`config.mk`:
```
export PLATFORM = sky130hd
export DESIGN_NAME = ssp_uart_host_flat
export DESIGN_NICKNAME = d
export VERILOG_FILES = /design/src/rtl/ssp_uart_host_if.sv /design/src/rtl/ssp_uart_host.sv /design/src/flat_wrapper.sv
export SDC_FILE = /design/constraint.sdc
export NUM_CORES = 1
export LEC_CHECK = 0
export ABC_CLOCK_PERIOD_IN_PS = 3130
export CAP_MARGIN = 5
export CORE_ASPECT_RATIO = 0.8
export CORE_UTILIZATION = 44
export CTS_BUF_LIST = sky130_fd_sc_hd__clkbuf_4 sky130_fd_sc_hd__clkbuf_8
export CTS_CLUSTER_DIAMETER = 150
export DETAILED_ROUTE_END_ITERATION = 7
export MAX_ROUTING_LAYER = met4
export PLACE_DENSITY_LB_ADDON = 0.05
export RECOVER_POWER = 50
export SLEW_MARGIN = 20
export SYNTH_ARGS = -nofsm -noshare
export SYNTH_HDL_FRONTEND = slang
export SYNTH_SLANG_ARGS = --single-unit
export TNS_END_PERCENT = 1
```
`constraint.sdc`:
```
create_clock -name Clk -period 3.13 [get_ports Clk]
set_input_delay 0.626 -clock Clk [delete_from_list [all_inputs] [get_ports Clk]]
set_output_delay 0.626 -clock Clk [all_outputs]
set_load 0.01 [all_outputs]
```
`src/rtl/ssp_uart_host_if.sv`:
```
// Request/response and SSP_UART slave bus bundle for ssp_uart_host.
// The master modport is the host side; the slave modport is the requester plus the slave.
interface ssp_uart_host_if;
    logic        Req_Valid;
    logic        Req_Ready;
    logic [2:0]  Req_RA;
    logic        Req_WnR;
    logic [11:0] Req_Data;
    logic        Abort;
    logic        Rsp_Valid;
    logic [11:0] Rsp_Data;
    logic        Rsp_Abort;
    logic        SSP_SSEL;
    logic        SSP_SCK;
    logic        SSP_WnR;
    logic        SSP_En;
    logic        SSP_EOC;
    logic [2:0]  SSP_RA;
    logic [11:0] SSP_DI;
    logic [11:0] SSP_DO;
    logic        IRQ;
    logic        Irq_Pend;
    logic        Irq_Clr;

    modport master (
        input  Req_Valid, Req_RA, Req_WnR, Req_Data, Abort, SSP_DO, IRQ, Irq_Clr,
        output Req_Ready, Rsp_Valid, Rsp_Data, Rsp_Abort,
        output SSP_SSEL, SSP_SCK, SSP_WnR, SSP_En, SSP_EOC, SSP_RA, SSP_DI, Irq_Pend
    );

    modport slave (
        output Req_Valid, Req_RA, Req_WnR, Req_Data, Abort, SSP_DO, IRQ, Irq_Clr,
        input  Req_Ready, Rsp_Valid, Rsp_Data, Rsp_Abort,
        input  SSP_SSEL, SSP_SCK, SSP_WnR, SSP_En, SSP_EOC, SSP_RA, SSP_DI, Irq_Pend
    );
endinterface

```
`src/rtl/ssp_uart_host.sv`:
```
// SSP initiator framing one register access to the SSP_UART slave (SEL/XFER/EOC/DONE).
// Optional macro SSP_UART_HOST_IRQ_SYNC_EN adds a 2-flop synchronizer on IRQ.
module ssp_uart_host #(
    parameter int unsigned CLK_DIV = 2,
    parameter int unsigned SETUP   = 1
) (
    input logic             Clk,
    input logic             Rst,
    ssp_uart_host_if.master bus
);

    localparam logic [7:0] HP_LOAD   = 8'(CLK_DIV - 32'd1);
    localparam logic [3:0] SU_LOAD   = 4'(SETUP - 32'd1);
    localparam logic [4:0] XFER_LAST = 5'd23;
    localparam logic [4:0] EOC_LAST  = 5'd1;

    typedef enum logic [2:0] {
        ST_IDLE = 3'd0,
        ST_SEL  = 3'd1,
        ST_XFER = 3'd2,
        ST_EOC  = 3'd3,
        ST_DONE = 3'd4
    } state_t;

    state_t      state_r, state_s;
    logic [7:0]  hp_cnt_r, hp_cnt_s;
    logic [4:0]  edge_cnt_r, edge_cnt_s;
    logic [3:0]  setup_cnt_r, setup_cnt_s;
    logic        sck_r, sck_s;
    logic        accept_s, capture_s, abort_s;
    logic        ssel_r, en_r, eoc_r, ready_r;
    logic        rsp_valid_r, rsp_abort_r;
    logic [11:0] rsp_data_r;
    logic [2:0]  ra_r;
    logic        wnr_r;
    logic [11:0] di_r;
    logic        irq_set_s;
    logic        irq_pend_r;

    // Next-state, counter reloads and SCK toggling; every transition reloads the counters it uses.
    always_comb begin
        state_s     = state_r;
        hp_cnt_s    = hp_cnt_r;
        edge_cnt_s  = edge_cnt_r;
        setup_cnt_s = setup_cnt_r;
        sck_s       = sck_r;
        accept_s    = 1'b0;
        capture_s   = 1'b0;
        abort_s     = 1'b0;
        case (state_r)
            ST_IDLE: begin
                sck_s = 1'b0;
                if (bus.Req_Valid) begin
                    accept_s    = 1'b1;
                    state_s     = ST_SEL;
                    setup_cnt_s = SU_LOAD;
                end else begin
                    state_s = ST_IDLE;
                end
            end
            ST_SEL: begin
                if (bus.Abort) begin
                    abort_s = 1'b1;
                    state_s = ST_DONE;
                    sck_s   = 1'b0;
                end else if (setup_cnt_r == 4'd0) begin
                    state_s    = ST_XFER;
                    hp_cnt_s   = HP_LOAD;
                    edge_cnt_s = 5'd0;
                    sck_s      = 1'b0;
                end else begin
                    setup_cnt_s = setup_cnt_r - 4'd1;
                end
            end
            ST_XFER: begin
                if (bus.Abort) begin
                    abort_s = 1'b1;
                    state_s = ST_DONE;
                    sck_s   = 1'b0;
                end else if (hp_cnt_r == 8'd0) begin
                    sck_s    = ~sck_r;
                    hp_cnt_s = HP_LOAD;
                    if (edge_cnt_r == XFER_LAST) begin
                        state_s    = ST_EOC;
                        edge_cnt_s = 5'd0;
                    end else begin
                        edge_cnt_s = edge_cnt_r + 5'd1;
                    end
                end else begin
                    hp_cnt_s = hp_cnt_r - 8'd1;
                end
            end
            ST_EOC: begin
                if (bus.Abort) begin
                    abort_s = 1'b1;
                    state_s = ST_DONE;
                    sck_s   = 1'b0;
                end else if (hp_cnt_r == 8'd0) begin
                    hp_cnt_s = HP_LOAD;
                    if (edge_cnt_r == EOC_LAST) begin
                        state_s    = ST_DONE;
                        capture_s  = 1'b1;
                        sck_s      = 1'b0;
                        edge_cnt_s = 5'd0;
                    end else begin
                        sck_s      = ~sck_r;
                        edge_cnt_s = edge_cnt_r + 5'd1;
                    end
                end else begin
                    hp_cnt_s = hp_cnt_r - 8'd1;
                end
            end
            ST_DONE: begin
                state_s = ST_IDLE;
                sck_s   = 1'b0;
            end
            default: begin
                state_s = ST_IDLE;
                sck_s   = 1'b0;
            end
        endcase
    end

    // State, counters and bus controls; outputs are registered from the next state so they align with it.
    always_ff @(posedge Clk or negedge Rst) begin
        if (!Rst) begin
            state_r     <= ST_IDLE;
            hp_cnt_r    <= 8'd0;
            edge_cnt_r  <= 5'd0;
            setup_cnt_r <= 4'd0;
            sck_r       <= 1'b0;
            ssel_r      <= 1'b0;
            en_r        <= 1'b0;
            eoc_r       <= 1'b0;
            ready_r     <= 1'b1;
            rsp_valid_r <= 1'b0;
            rsp_abort_r <= 1'b0;
            rsp_data_r  <= 12'd0;
        end else begin
            state_r     <= state_s;
            hp_cnt_r    <= hp_cnt_s;
            edge_cnt_r  <= edge_cnt_s;
            setup_cnt_r <= setup_cnt_s;
            sck_r       <= sck_s;
            ssel_r      <= (state_s == ST_SEL) || (state_s == ST_XFER) || (state_s == ST_EOC);
            en_r        <= (state_s == ST_XFER);
            eoc_r       <= (state_s == ST_EOC);
            ready_r     <= (state_s == ST_IDLE);
            rsp_valid_r <= (state_s == ST_DONE);
            rsp_abort_r <= abort_s;
            if (capture_s) begin
                rsp_data_r <= bus.SSP_DO;
            end
        end
    end

    // Command holding registers; they drive the slave address/data lines for the whole frame.
    always_ff @(posedge Clk or negedge Rst) begin
        if (!Rst) begin
            ra_r  <= 3'd0;
            wnr_r <= 1'b0;
            di_r  <= 12'd0;
        end else if (accept_s) begin
            ra_r  <= bus.Req_RA;
            wnr_r <= bus.Req_WnR;
            di_r  <= bus.Req_Data;
        end
    end

`ifdef SSP_UART_HOST_IRQ_SYNC_EN
    logic [1:0] irq_sync_r;

    // Two-flop synchronizer for an IRQ coming from another clock domain.
    always_ff @(posedge Clk or negedge Rst) begin
        if (!Rst) begin
            irq_sync_r <= 2'b00;
        end else begin
            irq_sync_r <= {irq_sync_r[0], bus.IRQ};
        end
    end
    assign irq_set_s = irq_sync_r[1];
`else
    assign irq_set_s = bus.IRQ;
`endif

    // Sticky interrupt flag; a set in the same cycle as a clear wins.
    always_ff @(posedge Clk or negedge Rst) begin
        if (!Rst) begin
            irq_pend_r <= 1'b0;
        end else begin
            irq_pend_r <= irq_set_s | (irq_pend_r & ~bus.Irq_Clr);
        end
    end

    assign bus.Req_Ready = ready_r;
    assign bus.Rsp_Valid = rsp_valid_r;
    assign bus.Rsp_Abort = rsp_abort_r;
    assign bus.Rsp_Data  = rsp_data_r;
    assign bus.SSP_SSEL  = ssel_r;
    assign bus.SSP_SCK   = sck_r;
    assign bus.SSP_En    = en_r;
    assign bus.SSP_EOC   = eoc_r;
    assign bus.SSP_RA    = ra_r;
    assign bus.SSP_WnR   = wnr_r;
    assign bus.SSP_DI    = di_r;
    assign bus.Irq_Pend  = irq_pend_r;

endmodule

```
`src/flat_wrapper.sv`:
```
// flat-port wrapper written by rule: the top's interface ports become plain ports
module ssp_uart_host_flat 
#(
    parameter int unsigned CLK_DIV = 2,
    parameter int unsigned SETUP   = 1
)
  (Clk, Rst, bus_Req_Valid, bus_Req_RA, bus_Req_WnR, bus_Req_Data, bus_Abort, bus_SSP_DO, bus_IRQ, bus_Irq_Clr, bus_Req_Ready, bus_Rsp_Valid, bus_Rsp_Data, bus_Rsp_Abort, bus_SSP_SSEL, bus_SSP_SCK, bus_SSP_WnR, bus_SSP_En, bus_SSP_EOC, bus_SSP_RA, bus_SSP_DI, bus_Irq_Pend);
  ssp_uart_host_if bus_i ();
  input logic Clk;
  input logic Rst;
  input wire logic [$bits(bus_i.Req_Valid)-1:0] bus_Req_Valid;
  input wire logic [$bits(bus_i.Req_RA)-1:0] bus_Req_RA;
  input wire logic [$bits(bus_i.Req_WnR)-1:0] bus_Req_WnR;
  input wire logic [$bits(bus_i.Req_Data)-1:0] bus_Req_Data;
  input wire logic [$bits(bus_i.Abort)-1:0] bus_Abort;
  input wire logic [$bits(bus_i.SSP_DO)-1:0] bus_SSP_DO;
  input wire logic [$bits(bus_i.IRQ)-1:0] bus_IRQ;
  input wire logic [$bits(bus_i.Irq_Clr)-1:0] bus_Irq_Clr;
  output wire logic [$bits(bus_i.Req_Ready)-1:0] bus_Req_Ready;
  output wire logic [$bits(bus_i.Rsp_Valid)-1:0] bus_Rsp_Valid;
  output wire logic [$bits(bus_i.Rsp_Data)-1:0] bus_Rsp_Data;
  output wire logic [$bits(bus_i.Rsp_Abort)-1:0] bus_Rsp_Abort;
  output wire logic [$bits(bus_i.SSP_SSEL)-1:0] bus_SSP_SSEL;
  output wire logic [$bits(bus_i.SSP_SCK)-1:0] bus_SSP_SCK;
  output wire logic [$bits(bus_i.SSP_WnR)-1:0] bus_SSP_WnR;
  output wire logic [$bits(bus_i.SSP_En)-1:0] bus_SSP_En;
  output wire logic [$bits(bus_i.SSP_EOC)-1:0] bus_SSP_EOC;
  output wire logic [$bits(bus_i.SSP_RA)-1:0] bus_SSP_RA;
  output wire logic [$bits(bus_i.SSP_DI)-1:0] bus_SSP_DI;
  output wire logic [$bits(bus_i.Irq_Pend)-1:0] bus_Irq_Pend;
  assign bus_i.Req_Valid = bus_Req_Valid;
  assign bus_i.Req_RA = bus_Req_RA;
  assign bus_i.Req_WnR = bus_Req_WnR;
  assign bus_i.Req_Data = bus_Req_Data;
  assign bus_i.Abort = bus_Abort;
  assign bus_i.SSP_DO = bus_SSP_DO;
  assign bus_i.IRQ = bus_IRQ;
  assign bus_i.Irq_Clr = bus_Irq_Clr;
  assign bus_Req_Ready = bus_i.Req_Ready;
  assign bus_Rsp_Valid = bus_i.Rsp_Valid;
  assign bus_Rsp_Data = bus_i.Rsp_Data;
  assign bus_Rsp_Abort = bus_i.Rsp_Abort;
  assign bus_SSP_SSEL = bus_i.SSP_SSEL;
  assign bus_SSP_SCK = bus_i.SSP_SCK;
  assign bus_SSP_WnR = bus_i.SSP_WnR;
  assign bus_SSP_En = bus_i.SSP_En;
  assign bus_SSP_EOC = bus_i.SSP_EOC;
  assign bus_SSP_RA = bus_i.SSP_RA;
  assign bus_SSP_DI = bus_i.SSP_DI;
  assign bus_Irq_Pend = bus_i.Irq_Pend;
  ssp_uart_host #(.CLK_DIV(CLK_DIV), .SETUP(SETUP)) u_core (.Clk(Clk), .Rst(Rst), .bus(bus_i));
endmodule
```
# Yosys cells after proc, flatten, opt, wreduce, memory -nomap -nowiden
# Index checks and enable logic that the tools add are counted.
[classes]
addsub = 3
n_eq_ne = 21
muxes = 44
bitwise = 4
n_reduce_logical = 15
[op_table]
columns = ["op", "n"]
rows = [
  ["5-bit two-way mux", 8],
  ["8-bit two-way mux", 4],
  ["3-bit two-way mux", 8],
  ["1-bit two-way mux", 16],
  ["8-bit case mux with 2 select lines", 1],
  ["5-bit case mux with 3 select lines", 1],
  ["3-bit by 2-bit equality test with 1-bit output, second input constant", 4],
  ["4-bit two-way mux", 3],
  ["2-bit inequality test, second input constant", 6],
  ["3-bit case mux with 4 select lines", 1],
  ["3-bit by 2-bit inequality test with 1-bit output, second input constant", 3],
  ["8-bit logical NOT", 1],
  ["4-bit case mux with 2 select lines", 1],
  ["4-bit AND reduction", 2],
  ["8-bit by 1-bit subtractor with 8-bit output, second input constant", 1],
  ["7-bit AND reduction", 1],
  ["3-bit by 1-bit equality test with 1-bit output, second input constant", 2],
  ["3-bit logical NOT", 2],
  ["2-bit by 1-bit inequality test with 1-bit output, second input constant", 3],
  ["5-bit by 1-bit adder with 5-bit output, second input constant", 1],
  ["5-bit by 1-bit equality test with 1-bit output, second input constant", 1],
  ["5-bit equality test, second input constant", 1],
  ["4-bit logical NOT", 1],
  ["2-bit nonzero test", 2],
  ["other kinds (11)", 13],
]
[totals]
register_bits = 56
input_bits = 34
out_inout_bits = 36
word_cells = 103

# Depth between registers and ports, before layout
[depth]
depth_word = 8
ltp_mapped = 7
mapped_depth_nobuf = 7

# Least setup slack after synthesis
# OpenSTA, ideal clock, no wires.
[synth_timing]
kind = "input -> register"
from = "input port bus_Req_Valid"
to = "register u_core.setup_cnt_r[3]"
arrival_ps = 1899
slack_ps = 1111
cell_stages = 6
n_path_buf = 2
path_cell_list = "or4b_2 -> buf_2 -> o31ai_1 -> buf_4 -> a21oi_1 -> a31o_2"
[synth_between]
elab_chain_cells = 2
[synth_lines]
columns = ["item", "line_no", "rtl"]
rows = [
  ["start: declaration", "flat_wrapper.sv:11", "input wire logic [$bits(bus_i.Req_Valid)-1:0] bus_Req_Valid;"],
  ["2-bit inequality test (no line)", "--", ""],
  ["4-bit AND reduction (no line)", "--", ""],
  ["end signal: assignment", "ssp_uart_host.sv:143", "setup_cnt_r <= setup_cnt_s;"],
  ["end: declaration", "ssp_uart_host.sv:28", "logic [3:0] setup_cnt_r, setup_cnt_s;"],
]
# Every way passes these cells.
# A chain may end at the register's enable or synchronous reset.

# Final worst setup path
[layout_timing]
from = "input port bus_Abort"
to = "register u_core.rsp_data_r[2], in the netlist u_core.bus.Rsp_Data[2]"
[layout_between]
elab_chain_cells = 2
[layout_lines]
columns = ["item", "line_no", "rtl"]
rows = [
  ["start: declaration", "flat_wrapper.sv:15", "input wire logic [$bits(bus_i.Abort)-1:0] bus_Abort;"],
  ["1-bit two-way mux", "ssp_uart_host.sv:94", "if (bus.Abort) begin"],
  ["1-bit two-way mux", "ssp_uart_host.sv:50", "case (state_r)"],
  ["end signal: assignment", "ssp_uart_host.sv:152", "rsp_data_r <= bus.SSP_DO;"],
  ["end: declaration", "ssp_uart_host.sv:33", "logic [11:0] rsp_data_r;"],
]
# Every way passes these cells.

==> run metrics <==
Mapped Cells=241; WL per Instance=13.5 microns; CTS Hold Buffers Added=0; Synth top area share=54.3%; flop and latch count out of synthesis=56; Layout Nets=357; actual slew at the worst max-slew pin=1200 ps; Int Pwr=1800 uW; PortBufs=69; CTS root buffer=clkbuf_8; result of the run=complete, no violations; Yosys top cell by area=dfrtp_1; hpwl dp=3.95 mm; slowest CP cell=dlygate4sd3_1; worst relative slew slack=20.1%; CTS tree=built; # IOs=70; fin. max-slew vios=0; Synth warnings=0; syn nets=280; Max Fclk=409 MHz; clock tree sinks=56; Required @ worst endpoint=3320 ps; Hold Path Sink=u_core.bus.SSP_WnR$_DFFE_PN0P_; ranking of synthesized cells by area=dfrtp_1 54%, nand2_1 8.1%, mux2_2 5.3%, ha_1 2.5%, a21oi_1 1.8%; maxcap violations=0; DRT Pass-1 Iters=4; gr busiest metal=met1; Critical path buffers and inverters=1; maximum vdd drop=442 uV; CP startpoint kind=primary input; Die X=86.9 microns; critical path's top delay family=simple AND/OR/NAND/NOR gates; Initial Util=46.2%; H-tree depth=2; count of final setup violators=0; HP Class=reg2reg; M3 GR Usage=4.14%; WHS=479 ps; met1 Track Usage GR=28.9%; endpoint type of the worst setup path=flip-flop; Vert. Die Dim=69.9 microns; Period minus WS final=2450 ps; via count=2031; DRC violations left=0; Reg2Reg Depth=6; Iter 0 DRT Violations=124; Post-Syn Area per Cell=10.5 sq um; largest net degree at the start of global routing=23; Row Count=24; met2 GRT Util=27.7%; clock buffer depth=2; setup TNS=0 ps; RSZ-0062 raised after global routing=no; Leak=0.00160 uW; power share of the clock group=17.2%; GPL Wtd Cong=0.808; initial antenna violation count=0; CP Max Fanout=12; post-synthesis cell type count=46; share of layout cells above drive strength 1=12.2%; flop2flop setup slack=820 ps; Switching Share=35.8%; largest stage delay on the critical path=630 ps; number of global-route vias before repair=1943; Congestion Overflow GR=0; vias per cell=5.12; Psw=1000 uW; critical path data arrival time=2640 ps; number of diodes=0; Pwr Density=810 mW/mm^2; Seq/Total Area, Yosys=55.3%; Total GRT Usage=19.7%; cts bufs inserted=5; first-pass GRT wire length=9.15 mm; worst-path cell chain=dlygate4sd3_1 -> nor3b_1 -> and4_1 -> mux2_2; Final Hold Viols=0; Worst Hold Depth=2; Clk pin slew, worst setup/hold paths=90 ps; Clock Skews=5.20 ps; Detailed Route WL=5.35 mm; reg2reg start=u_core.setup_cnt_r[0]$_DFFE_PN0P_; Post-CTS Setup Inserts=0; period utilization=78.1%; post-cts resize count=0; Gate power share=42.0%; sequential share of power=40.8%; hold_sp=u_core.bus.SSP_WnR$_DFFE_PN0P_; Netlist Area Pre-Place=0.00254 sq mm; Antenna Nets Post-Route=0; clk_lat worst skew=300 ps; Setup CP Type=in2reg; Core ar.=0.00550 sq mm; capturing point of the worst reg2reg path=u_core.hp_cnt_r[7]$_DFFE_PN0P_; Die ar.=0.00607 sq mm; Area Overhead vs Synth=36.4%
==> flip-flops by register name, summed over array words and instances (netlist names), 3 cells and up <==
| signal | cells |
|---|---|
| u_core.edge_cnt_r | 5 |
| u_core.setup_cnt_r | 4 |
| u_core.bus.Rsp_Data | 12 |
| u_core.bus.SSP_DI | 12 |
| u_core.hp_cnt_r | 8 |
| u_core.bus.SSP_RA | 3 |
| u_core.state_r | 3 |
==> Yosys cell counts (all sizes together) <==
library cell and n:
or3 4, o21ba 1, clkbuf 5, o22ai 1
ha 5, o31ai 4, mux2 12, o41ai 1
a21oi 9, o211ai 4, buf 4, a21bo 1
and3 1, a31o 3, o221ai 2, o21bai 2
a221oi 1, o2bb2ai 4, dfrtp 55, nand2b 4
a22oi 1, a211oi 1, nor3b 5, a21o 4
and4 1, o2111ai 1, nor4 3, mux2i 2
or4b 1, or3b 1, nand4 1, and4b 1
nand2 55, o21ai 5, nor4b 2, o21a 1
nand3 3, or2 2, inv 10, nor2 8
nor3 3, or4 6, dfstp 1
==> power groups by stage <==
stage	Clock [uW]	Combinational, uW	Sequential, uW
floorplan	0	652	1160
global placement	0	1190	1150
detailed placement	0	1200	1160
CTS	493	1200	1150
global route	524	1310	1190
finish	481	1180	1140
==> worst max-delay path by stage <==
stage / startpoint / end / cells past startpoint
after floorplan: bus_Req_Valid / u_core.setup_cnt_r[3]$_DFFE_PN0P_ / 6
after global placement: bus_Abort / u_core.bus.Rsp_Data[7]$_DFFE_PN0P_ / 4
after detailed placement: bus_Abort / u_core.bus.Rsp_Data[8]$_DFFE_PN0P_ / 4
after CTS: bus_Abort / u_core.bus.Rsp_Data[8]$_DFFE_PN0P_ / 4
after global routing: Rst / u_core.state_r[2]$_DFF_PN0_ / 2
final: bus_Abort / u_core.bus.Rsp_Data[2]$_DFFE_PN0P_ / 4
==> per-layer routing <==
layer	up-vias	wire, microns
met2	55	2200
li1	1014	-
met5	-	0
met1	957	2820
met4	0	39
met3	5	290
==> worst reg2reg max path, cell delays in order, from the launching register on <==
cell and delay, ps:
dfrtp_1 410, inv_1 100, ha_1 140, nor3b_1 550, a21oi_1 350, or4_1 550, a21oi_1 150
==> stage by stage <==
| stage | std cells | power, uW | util [%] | area [sq um] | worst slack, ps |
|---|---|---|---|---|---|
| after floorplan | 241 | 1810 | - | 2540 | 1110 |
| after CTS | 397 | 2840 | 63.1 | 3470 | 794 |
| after global routing | 397 | 3020 | 62.9 | 3460 | 490 |
| after global placement | 389 | 2340 | 61.0 | 3350 | 542 |
| after detailed placement | 389 | 2360 | 61.0 | 3350 | 464 |
| final | 397 | 2800 | 62.9 | 3460 | 685 |
==> cell type report <==
class                   count  area [sq um]
clock inverters             1          30.0
flip-flops and latches     56          1400
fillers                   463          2040
inverters                  10          37.5
well taps                  78          97.6
multi-input cells         166          1050
repair buffers             79           752
clock buffers               7          83.8
==> placed cells by master, fill, tap and decap left out, drive strengths merged, types with 6 or more instances in the layout <==
| master | synthesis | layout |
|---|---|---|
| mux2 | 12 | 12 |
| buf | 4 | 8 |
| dlygate4sd3 | 0 | 16 |
| clkdlybuf4s50 | 0 | 52 |
| clkbuf | 5 | 10 |
| nor2 | 8 | 8 |
| or4 | 6 | 6 |
| a21oi | 9 | 9 |
| dfrtp | 55 | 55 |
| inv | 10 | 10 |
| nand2 | 55 | 55 |
==> cells by family after synthesis <==
kind of cell             synth area share (%)
adder cells (fa/ha/maj)                  2.47
multiplexers                             6.12
AND/OR/NAND/NOR                          20.0
AO/OA/AOI/OAI                            13.0
buffers and inverters                    3.11
flip-flops                               55.3
Note: power is estimated with default switching activity, not from simulation.
==> variant, RTL diff (config.mk and constraints unchanged) <==
The 5 states of `state_t` get a Gray code encoding in 3 bits.
--- a/src/rtl/ssp_uart_host.sv
+++ b/src/rtl/ssp_uart_host.sv
@@ -16,9 +16,9 @@
 
     typedef enum logic [2:0] {
-        ST_IDLE = 3'd0,
-        ST_SEL  = 3'd1,
-        ST_XFER = 3'd2,
-        ST_EOC  = 3'd3,
-        ST_DONE = 3'd4
+        ST_IDLE = 3'b000,
+        ST_SEL  = 3'b001,
+        ST_XFER = 3'b011,
+        ST_EOC  = 3'b010,
+        ST_DONE = 3'b110
     } state_t;
 
Check against the original RTL: same outputs for any inputs over 10 cycles, from zero or initial values and one cycle with Rst low; not proved beyond that.
==> variant against the unedited design <==
Final area shrank 2.5%. First-iteration DRC count shrank 24%. Core utilization shrank 0.92 points. Sequential cell count is the same. Final cell count shrank 11%. Area after synthesis shrank 2.0%. Critical path depth grew 2. Setup slack lost 39 ps. Routed wire length shrank 6.5%. Total power grew 12%. Critical endpoint is now u_core.bus.SSP_EOC$_DFF_PN0_. Largest cell class unchanged. Highest routed layer unchanged.
==> variant: results (changes against the unedited design) <==
outcome: finished clean (unchanged)
Yosys Warn Count: 0 (unchanged)
HPWL Detailed: 3.58 mm (was 3.95 mm)
post-synthesis sequential area ratio: 56.4% (was 55.3%)
clk buf depth: 2 (unchanged)
DP Worst Slack: 750 ps (was 464 ps)
via count: 1,800 (was 2,031)
Leakage: 0.00144 µW (was 0.00160 µW)
# diodes: 0 (unchanged)
routability cong.: 0.788 (was 0.808)
most frequent cells after synthesis: 55 x dfrtp_1, 29 x mux2_2, 14 x inv_1 (was 55 x dfrtp_1, 55 x nand2_1, 12 x mux2_2)
drt first pass iters: 4 (unchanged)
r2r startpoint: u_core.hp_cnt_r[0]$_DFFE_PN0P_ (was u_core.setup_cnt_r[0]$_DFFE_PN0P_)
maximum level of the CTS H-tree: 2 (unchanged)
worst endpoint data arrival time: 2640 ps (about the same)
Main synth FF type: dfrtp_1 (unchanged)
internal power: 2030 µW (was 1800 µW)
Post-Layout Cell Count: 354 (was 397)
Hold WC Path Type: flip-flop to flip-flop (unchanged)
first-pass GRT wire length: 8.52 mm (was 9.15 mm)
Routed WL: 5.00 mm (was 5.35 mm)
Worst Max-Slew Pin Slew: 1360 ps (was 1200 ps)
FF-to-FF path depth: 7 (was 6)
worst reg2reg path endpoint: u_core.bus.Rsp_Data[9]$_DFFE_PN0P_ (was u_core.hp_cnt_r[7]$_DFFE_PN0P_)
clock buffer count from CTS: 5 (unchanged)
final net count: 314 (was 357)
Mean Syn Cell Area: 12.4 µm² (was 10.5 µm²)
Synth cell types: 49 (was 46)
total track usage: 18.9% (was 19.7%)
synth top area cells: dfrtp_1 55%, mux2_2 13%, ha_1 2.5% (was dfrtp_1 54%, nand2_1 8.1%, mux2_2 5.3%)
post-CTS setup buffers: 0 (unchanged)
WP data required: 3290 ps (was 3320 ps)
Final Skew: 16.5 ps (was 5.20 ps)
asr flop ratio synth: 100% (unchanged)
largest net degree at the start of global routing: 57 (was 23)
share of cells above drive strength 1: 17.8% (was 12.2%)
Worst setup endpoint: u_core.bus.SSP_EOC$_DFF_PN0_ (was u_core.bus.Rsp_Data[2]$_DFFE_PN0P_)
post-synth net total: 239 (was 280)
initial antenna violation count: 0 (unchanged)
worst-path fanout max: 19 (was 12)
clock slew at reported path FFs: 90 ps (about the same)
initial drt markers: 94 (was 124)
Max IR drop VDD: 0.502 mV (was 0.442 mV)
Setup crit start: bus_Req_Valid (was bus_Abort)
reg-to-reg slack, setup: 770 ps (was 820 ps)
variant: cell type report:
type                       instances  area, µm²
fill                             465       2060
sequential                        56       1400
multi-input combinational        126       1000
timing repair buffer              72        702
tap                               78       97.6
clock buffer                       6       76.3
inverter                          14       52.6
clock inverter                     2       35.0
variant: how the worst min path moves through the flow:
stage,from,depth (start not counted),to,slack [ps]
after floorplan,Rst,0,u_core.bus.Irq_Pend$_DFF_PN0_,330
after global placement,u_core.bus.Irq_Pend$_DFF_PN0_,1,u_core.bus.Irq_Pend$_DFF_PN0_,460
after detailed placement,u_core.bus.Irq_Pend$_DFF_PN0_,1,u_core.bus.Irq_Pend$_DFF_PN0_,470
after CTS,Rst,2,u_core.hp_cnt_r[5]$_DFFE_PN0P_,470
after global routing,u_core.bus.Irq_Pend$_DFF_PN0_,1,u_core.bus.Irq_Pend$_DFF_PN0_,510
final,u_core.bus.Irq_Pend$_DFF_PN0_,1,u_core.bus.Irq_Pend$_DFF_PN0_,480
variant: cells by family after synthesis:
logic type	count (synthesis)	share of synthesized area, %
and+or+nand+nor	50	13.1
AOI/OAI and AO/OA	39	10.6
adders and majority gates	5	2.52
DFF	56	56.4
xor gates and xnor gates	3	1.06
muxes	29	13.1
buffers and inverters	18	3.17
variant: power by group through the flow:
stage	clock, µW	sequential (µW)	combinational [µW]
3_5_place_dp	0	1240	1470
2_1_floorplan	0	1300	741
5_1_grt	520	1270	1570
4_1_cts	492	1230	1470
3_3_place_gp	0	1230	1450
6_report	472	1230	1430
variant: worst max-delay path, stage by stage:
cell,delay [ps]
dlygate4sd3_1,510
nor4b_1,320
clkbuf_1,790
nor2_1,190
inv_1,140
nor3_1,60
variant: routing by layer:
metal  vias to the layer above  global-route usage [%]  part of all wire, %
met3                         7                    5.60                  6.0
met2                        50                    26.7                   42
met5                         -                       -                    0
li1                        881                       -                    -
met4                         0                    3.33                 0.74
met1                       862                    27.5                   51
variant: stage by stage:
step	instance area (µm²)	hold WS (ps)	utilization [%]	power, µW
after global placement	3270	460	60.2	2680
after floorplan	2490	330	-	2050
after CTS	3380	474	62.2	3200
after detailed placement	3270	471	60.2	2710
after global routing	3370	508	62.0	3370
final	3370	485	62.0	3130
